==> src/rtl/pht_upd_ctrl.sv <==
// PHT update controller: arbitrates one single-port counter array between fetch
// reads, queued 2-bit counter updates and an optional whole-table clear (PHT_CLR_EN).
module pht_upd_ctrl #(
  parameter int         LOG_INDEX    = 10,
  parameter int         SATCNT_WIDTH = 2,
  parameter logic [1:0] SATCNT_INIT  = 2'b10,
  parameter int         FIFO_DEPTH   = 4
) (
  input  logic                    clock,
  input  logic                    reset_n,
  input  logic                    upd_vld_i,
  input  logic [LOG_INDEX-1:0]    upd_index_i,
  input  logic                    upd_dir_i,
  output logic                    upd_rdy_o,
  input  logic                    clr_req_i,
  output logic                    clr_busy_o,
  input  logic                    fe_rd_vld_i,
  input  logic [LOG_INDEX-1:0]    fe_rd_index_i,
  output logic                    fe_stall_o,
  output logic                    fe_pred_vld_o,
  output logic                    fe_pred_o,
  output logic                    mem_en_o,
  output logic                    mem_we_o,
  output logic [LOG_INDEX-1:0]    mem_addr_o,
  output logic [SATCNT_WIDTH-1:0] mem_wdata_o,
  input  logic [SATCNT_WIDTH-1:0] mem_rdata_i
);

  localparam int PTR_W = $clog2(FIFO_DEPTH);
  localparam int CNT_W = $clog2(FIFO_DEPTH) + 1;
  localparam logic [CNT_W-1:0]     FULL_CNT  = CNT_W'(FIFO_DEPTH);
  localparam logic [LOG_INDEX-1:0] LAST_ADDR = {LOG_INDEX{1'b1}};

  typedef enum logic [1:0] {IDLE = 2'd0, RD = 2'd1, WR = 2'd2, CLR = 2'd3} state_t;

  state_t               state_r;
  logic [LOG_INDEX-1:0] q_index_r [FIFO_DEPTH];
  logic                 q_dir_r   [FIFO_DEPTH];
  logic [PTR_W-1:0]     wr_ptr_r;
  logic [PTR_W-1:0]     rd_ptr_r;
  logic [CNT_W-1:0]     count_r;
  logic [LOG_INDEX-1:0] clr_addr_r;
  logic                 clr_pend_r;
  logic                 fe_pred_vld_r;

  logic                 push_s;
  logic                 pop_s;
  logic                 q_full_s;
  logic                 q_empty_s;
  logic                 fe_acc_s;
  logic                 clr_hit_s;
  logic [LOG_INDEX-1:0] head_index_s;
  logic                 head_dir_s;

  function automatic logic [1:0] sat_update(input logic [1:0] cnt, input logic taken);
    logic [1:0] res;
    if (taken) begin
      res = (cnt == 2'b11) ? 2'b11 : cnt + 2'b01;
    end else begin
      res = (cnt == 2'b00) ? 2'b00 : cnt - 2'b01;
    end
    return res;
  endfunction

`ifdef PHT_CLR_EN
  localparam state_t RESET_STATE = CLR;
  assign clr_hit_s  = clr_req_i | clr_pend_r;
  assign clr_busy_o = reset_n && (state_r == CLR);
`else
  localparam state_t RESET_STATE = IDLE;
  logic unused_s;
  assign unused_s   = clr_req_i ^ clr_pend_r;
  assign clr_hit_s  = 1'b0;
  assign clr_busy_o = 1'b0;
`endif

  assign q_full_s      = (count_r == FULL_CNT);
  assign q_empty_s     = (count_r == CNT_W'(0));
  assign upd_rdy_o     = !q_full_s;
  assign push_s        = upd_vld_i && !q_full_s;
  assign pop_s         = (state_r == WR);
  assign head_index_s  = q_index_r[rd_ptr_r];
  assign head_dir_s    = q_dir_r[rd_ptr_r];
  // Fetch owns the port in every IDLE cycle; updates and clear only claim it from their own states
  assign fe_acc_s      = reset_n && (state_r == IDLE) && fe_rd_vld_i;
  assign fe_stall_o    = reset_n && fe_rd_vld_i && (state_r != IDLE);
  assign fe_pred_vld_o = fe_pred_vld_r;
  assign fe_pred_o     = fe_pred_vld_r & mem_rdata_i[1];

  // FSM, clear walk address, pending-clear latch and fetch response valid
  always_ff @(posedge clock or negedge reset_n) begin
    if (!reset_n) begin
      state_r       <= RESET_STATE;
      clr_addr_r    <= '0;
      clr_pend_r    <= 1'b0;
      fe_pred_vld_r <= 1'b0;
    end else begin
      fe_pred_vld_r <= fe_acc_s;
      case (state_r)
        IDLE: begin
          if (clr_hit_s) begin
            state_r    <= CLR;
            clr_pend_r <= 1'b0;
            clr_addr_r <= '0;
          end else if (!q_empty_s && (!fe_rd_vld_i || q_full_s)) begin
            state_r <= RD;
          end else begin
            state_r <= IDLE;
          end
        end
        RD: begin
          state_r    <= WR;
          clr_pend_r <= clr_hit_s;
        end
        WR: begin
          if (clr_hit_s) begin
            state_r    <= CLR;
            clr_pend_r <= 1'b0;
            clr_addr_r <= '0;
          end else begin
            state_r <= IDLE;
          end
        end
        CLR: begin
          clr_addr_r <= clr_addr_r + LOG_INDEX'(1);
          state_r    <= (clr_addr_r == LAST_ADDR) ? IDLE : CLR;
        end
        default: state_r <= IDLE;
      endcase
    end
  end

  // Update queue pointers and occupancy
  always_ff @(posedge clock or negedge reset_n) begin
    if (!reset_n) begin
      wr_ptr_r <= '0;
      rd_ptr_r <= '0;
      count_r  <= '0;
    end else begin
      if (push_s) wr_ptr_r <= wr_ptr_r + PTR_W'(1);
      if (pop_s)  rd_ptr_r <= rd_ptr_r + PTR_W'(1);
      case ({push_s, pop_s})
        2'b10:   count_r <= count_r + CNT_W'(1);
        2'b01:   count_r <= count_r - CNT_W'(1);
        default: count_r <= count_r;
      endcase
    end
  end

  // Queue payload; slots are only consumed while counted as occupied, so no reset
  always_ff @(posedge clock) begin
    if (push_s) begin
      q_index_r[wr_ptr_r] <= upd_index_i;
      q_dir_r[wr_ptr_r]   <= upd_dir_i;
    end
  end

  // Array port mux: the FSM state selects the single owner of this cycle's access
  always_comb begin
    mem_en_o    = 1'b0;
    mem_we_o    = 1'b0;
    mem_addr_o  = '0;
    mem_wdata_o = '0;
    if (reset_n) begin
      case (state_r)
        IDLE: begin
          mem_en_o   = fe_acc_s;
          mem_addr_o = fe_rd_index_i;
        end
        RD: begin
          mem_en_o   = 1'b1;
          mem_addr_o = head_index_s;
        end
        WR: begin
          mem_en_o    = 1'b1;
          mem_we_o    = 1'b1;
          mem_addr_o  = head_index_s;
          mem_wdata_o = SATCNT_WIDTH'(sat_update(mem_rdata_i[1:0], head_dir_s));
        end
        CLR: begin
          mem_en_o    = 1'b1;
          mem_we_o    = 1'b1;
          mem_addr_o  = clr_addr_r;
          mem_wdata_o = SATCNT_WIDTH'(SATCNT_INIT);
        end
        default: begin
          mem_en_o = 1'b0;
        end
      endcase
    end else begin
      mem_en_o = 1'b0;
      mem_we_o = 1'b0;
    end
  end

endmodule
==> config.mk <==
export PLATFORM = sky130hd
export DESIGN_NAME = pht_upd_ctrl
export DESIGN_NICKNAME = d
export VERILOG_FILES = /design/src/rtl/pht_upd_ctrl.sv
export SDC_FILE = /design/constraint.sdc
export NUM_CORES = 1
export LEC_CHECK = 0
export ABC_AREA = 1
export ABC_CLOCK_PERIOD_IN_PS = 1900
export CAP_MARGIN = 5
export CORE_MARGIN = 1.5
export CORE_UTILIZATION = 54
export CTS_CLUSTER_SIZE = 12
export DETAILED_ROUTE_END_ITERATION = 12
export GPL_ROUTABILITY_DRIVEN = 0
export HOLD_SLACK_MARGIN = 0.03
export PLACE_DENSITY = 0.79
export SYNTH_ARGS = -nofsm -noshare
export SYNTH_HDL_FRONTEND = slang
export SYNTH_SLANG_ARGS = --single-unit
==> constraint.sdc <==
create_clock -name clock -period 1.9 [get_ports clock]
set_input_delay 0.57 -clock clock [delete_from_list [all_inputs] [get_ports clock]]
set_output_delay 0.57 -clock clock [all_outputs]
set_load 0.05 [all_outputs]
# == After elaboration in Yosys (flattened, before gate mapping) ==
# Memories as Yosys holds them, arrays and structs flattened.
# Index checks and enable logic that the tools add are counted.
# W data, S select, Z words.
# totals
register_bits,20
mem_bits_rw,44
out_inout_bits,19
elab_cells,59
memories,2
# memory_table
memory,words,width,read_ports,rd_ports_with_merged_regs,wr,line_no,source
q_index_r,4,10,1,0,1,37,logic [LOG_INDEX-1:0] q_index_r [FIFO_DEPTH];
q_dir_r,4,1,1,0,1,38,logic q_dir_r [FIFO_DEPTH];
# classes
n_addsub,7
eq_ne,8
mux,17
bitwise,1
reduce_logical,18
# op_table
cell,n
$pmux W10 S3,1
$add A10 B1 Y10 const B,1
$eq A10 B10 Y1 const B,1
$mux W10,1
$mux W2,5
$eq A2 B2 Y1 const B,4
$pmux W2 S4,1
$add A2 B1 Y2 const B,3
$logic_and A1 B1 Y1,6
$mux W1,6
$pmux W3 S2,1
$eq A2 B1 Y1 const B,2
$logic_not A2 Y1,2
$pmux W2 S2,1
$reduce_bool A2 Y1,2
$reduce_or A2 Y1,2
$add A3 B1 Y3 const B,1
$eq A3 B3 Y1 const B,1
$logic_not A1 Y1,3
$logic_not A3 Y1,1
$reduce_or A3 Y1,1
$sub A3 B1 Y3 const B,1
$pmux W1 S2,1
$sub A2 B1 Y2 const B,1
other kinds (2),2

# == Logic depth before layout (Yosys ltp) ==
# depth
word_depth,5
mapped_depth,8

# == Worst setup path before layout ==
# Ideal clock, no wire load.
# synth_path
path_type,register to output
startpoint,register state_r[1]
endpoint,output port mem_addr_o[2]
t_arrival_ns,1.800
path_slack_ns,-0.470
stages_incl_launch_ff,7
n_path_buf,1
cell_sequence,dfrtp_1 > inv_1 > ha_1 > inv_1 > clkbuf_1 > o21ai_0 > a21oi_1
# synth_via
elab_chain_cells,4
word_cells_on_any_way,7
classes_between,3 x eq/ne; 2 x mux; 2 x reduce/logical
# synth_rtl
element,line_no,source
start: declaration,36,state_t state_r;
start signal: assignment,126,state_r <= (clr_addr_r == LAST_ADDR) ? IDLE : CLR;
$eq A2 B2 Y1 or $eq A2 B1 Y1 (tied branches),--,
$reduce_or A2 Y1 (no source line),--,
$pmux W10 S3 (*),165,case (state_r)
$mux W10 (*),164,if (reset_n) begin
end: declaration,24,"output logic [LOG_INDEX-1:0] mem_addr_o,"
# Every way passes the cells marked *; elsewhere a longest branch is shown, timed or not.

# == Final worst setup path ==
# layout_path
startpoint,register state_r[0]
endpoint,output port mem_addr_o[5]
# The elaborated chain is that of the path after synthesis.

==> results.toml <==
[run_status]
outcome = "finished, violations left"
violations = "setup timing"

[power_and_ir_drop]
power.leakage_nw = 2.219
power_density_mw_per_mm2 = 1703
vdd.ir_drop.worst_mv = 1.254

[yosys]
synth_top_area_frac = 0.4099
synth_top_family_by_area = "simple AND/OR/NAND/NOR gates"
synth_most_common_cell = "nand2_1"
synth_edf_count = 44
synthAdderAreaFrac = 0.04503
yosysUniqueCellTypes = 27
synth_compound_area_frac = 0.05939
syn_inst = 339
synthSimpleGateAreaFrac = 0.1770
synth-xor-area-share = 0.03533
synthTopCellsByCount = "nand2_1, inv_1, edfxtp_1"
synth_mux_area_frac = 0.006988
yosysWarnings = 0
synth_flop_cell = "edfxtp_1"
synth_async_sr_flop_share = 0.3125
synth.avg_cell_area_sq_um = 9.508
syn_nets = 378
synth_top_area_cell = "edfxtp_1"
yosys-top-cells-area = "edfxtp_1, dfrtp_1, nand2_1, inv_1, nand3_1"
synth-seq-cells = 64
seq_area_frac_synth = 0.5652
syn-cell-area_sq_mm = 0.003223

[sta]
finalSetupViolCount = 16
fin_skew_ps = 8.027
max_freq_mhz = 432.9
fin_crit_ps = 2310
finalMaxSlewViolations = 0
setup_ws_ps = -409.8
hold_viol_final = 0
rsz0062_at_grt = "yes"
fin_setup_tns_ps = -4954
whs_ps = 326.7
finalCritPeriodShare = 1.216

[floorplan]
rows = 27
die_width_microns = 80.26
core-area_sq_mm = 0.005642
dieArea_sq_mm = 0.006441
dieHeight_microns = 80.26
ioPinCount = 47
initial_core_util = 0.5713

[global_route]
grt_pass1_wl_mm = 14.50
grt-ovfl-total = 0
grt_max_degree = 23
track_usage = 0.3161
grt_pass1_vias = 2899
antenna_found_initial = 0

[worst_setup_path]
worstPathArrival_ps = 1740
cp-end-kind = "output pin"
cp-start-kind = "flip-flop"
required_ps = 1330
critical_path.max_fanout = 7
path_class = "flip-flop to output pin"

[clock_network]
path_clk_slew_ps = 70
cts_tree = "built"
clockRootBuffer = "clkbuf_8"
cts_buffers = 9
numClockSinks = 64
clk-insertion-delay-late_ps = 350
cts.path.max_buffers = 2
postCtsHoldBufs = 0
cts_max_level = 3

[drt]
drt_iter0_drc = 252
routed.top_layer = "met4"
route.met2.wl_mm = 5.013
first_pass_iters = 5
wl_per_cell_microns = 19.10
wl_met3_microns = 616
wl_mm = 9.647
vias = 2782
route.detailed.drc = 0
m1WireLength_mm = 3.540
viasPerCell = 5.509
drtAntennaViolNets = 0

[layout]
layoutNonFillerInstCount = 505
diodes = 0
drive_above_1_share = 0.3580
final_nets = 467
final_area_sq_mm = 0.004915
n_fill_cell = 234
area_delta_synth_final_pct = 52.48

[hold_path]
hp-class = "primary input to async pin"

[placement]
placed_area_sq_mm = 0.004203
dpl.cell_count = 473
hpwl_mm = 5.071
pre_cts_slack_ps = -392.9
portBuffers = 44

[run]
maxCapViolCount = 0
==> kinds of logic (layout without fill, tap and decap cells) <==
family          Yosys count  after routing
compound gates           37             37
xor+xnor                 13             13
fa+ha+maj                11             11
buf+inv                  77            171
flops                    64             64
mux                       2              2
other cells               1              1
simple gates            134            134
==> registers in the layout, summed over array words and instances (netlist names) <==
register       count
clr_addr_r        10
count_r            3
fe_pred_vld_o      1
q_dir_r            4
q_index_r         40
rd_ptr_r           2
state_r            2
wr_ptr_r           2
==> worst max-delay path: stages (launching register included) <==
cell	delay (ps)
dfrtp_1	390
buf_6	130
ha_4	190
buf_12	160
nand2_4	60
inv_4	70
nor2_4	40
a21oi_4	180
buf_12	160
==> cells in the final DEF (no fill, tap or decap), drive strengths merged <==
cell	n
conb	1
a21oi	23
nand3	28
dlygate4sd2	3
bufinv	1
edfxtp	44
dfrtp	20
clkbuf	14
o211ai	1
ha	10
fa	1
o21ai	13
clkinv	1
clkinvlp	1
inv	63
or2	1
mux2	2
xor2	9
nand4	3
nor2	16
xnor2	4
nand2	86
clkdlybuf4s50	22
buf	66
==> metal layers <==
metal  vias to the layer above  track usage
met4                         0       0.1707
met2                       153       0.5563
li1                       1253            -
met1                      1329       0.3531
met5                         -            0
met3                        47      0.07045
==> area by class of cell <==
cell class / instances / area [sq um] / area share
multi-input combinational: 198 / 1463 / 0.2976
clock buffer: 13 / 158.9 / 0.03233
inverter: 63 / 259.0 / 0.05270
timing repair buffer: 92 / 1077 / 0.2192
clock inverter: 3 / 42.54 / 0.008656
tap: 72 / 90.09 / 0.01833
sequential: 64 / 1824 / 0.3712
==> where the power goes <==
group | internal, mW | total, mW | switching [mW]
clock | 0.676 | 1.21 | 0.532
combinational | 2.22 | 5.07 | 2.84
sequential | 1.85 | 2.09 | 0.245
==> per-stage QoR <==
step                utilization  power [mW]
floorplan                     -       4.450
global placement         0.7450       5.696
detailed placement       0.7450       5.811
CTS                      0.8507       7.862
global route             0.8711       8.713
finish                   0.8711       8.368
==> path summary, 6_finish.rpt <==
check / startpoint / cells past startpoint / to / slack [ps]
min reg2reg: count_r[2] / 1 / count_r[2] / 530
min in group clock: count_r[2] / 1 / count_r[2] / 530
max: state_r[0] / 8 / mem_addr_o[5] / -410
max reg2reg: state_r[1] / 9 / count_r[2] / -140
min: reset_n / 3 / fe_pred_vld_o / 330
max in group asynchronous: reset_n / 3 / state_r[1] / 1410
==> repair_timing <==
action / CTS / global route
resized for setup: 96 / 14
setup buffers: 10 / 4
setup endpoints to repair: 17 / 17
pin swaps: 29 / 13
gates cloned: 2 / 1
endpoints found under the hold margin: 0 / 0
Power figures use the tool's default switching activity.
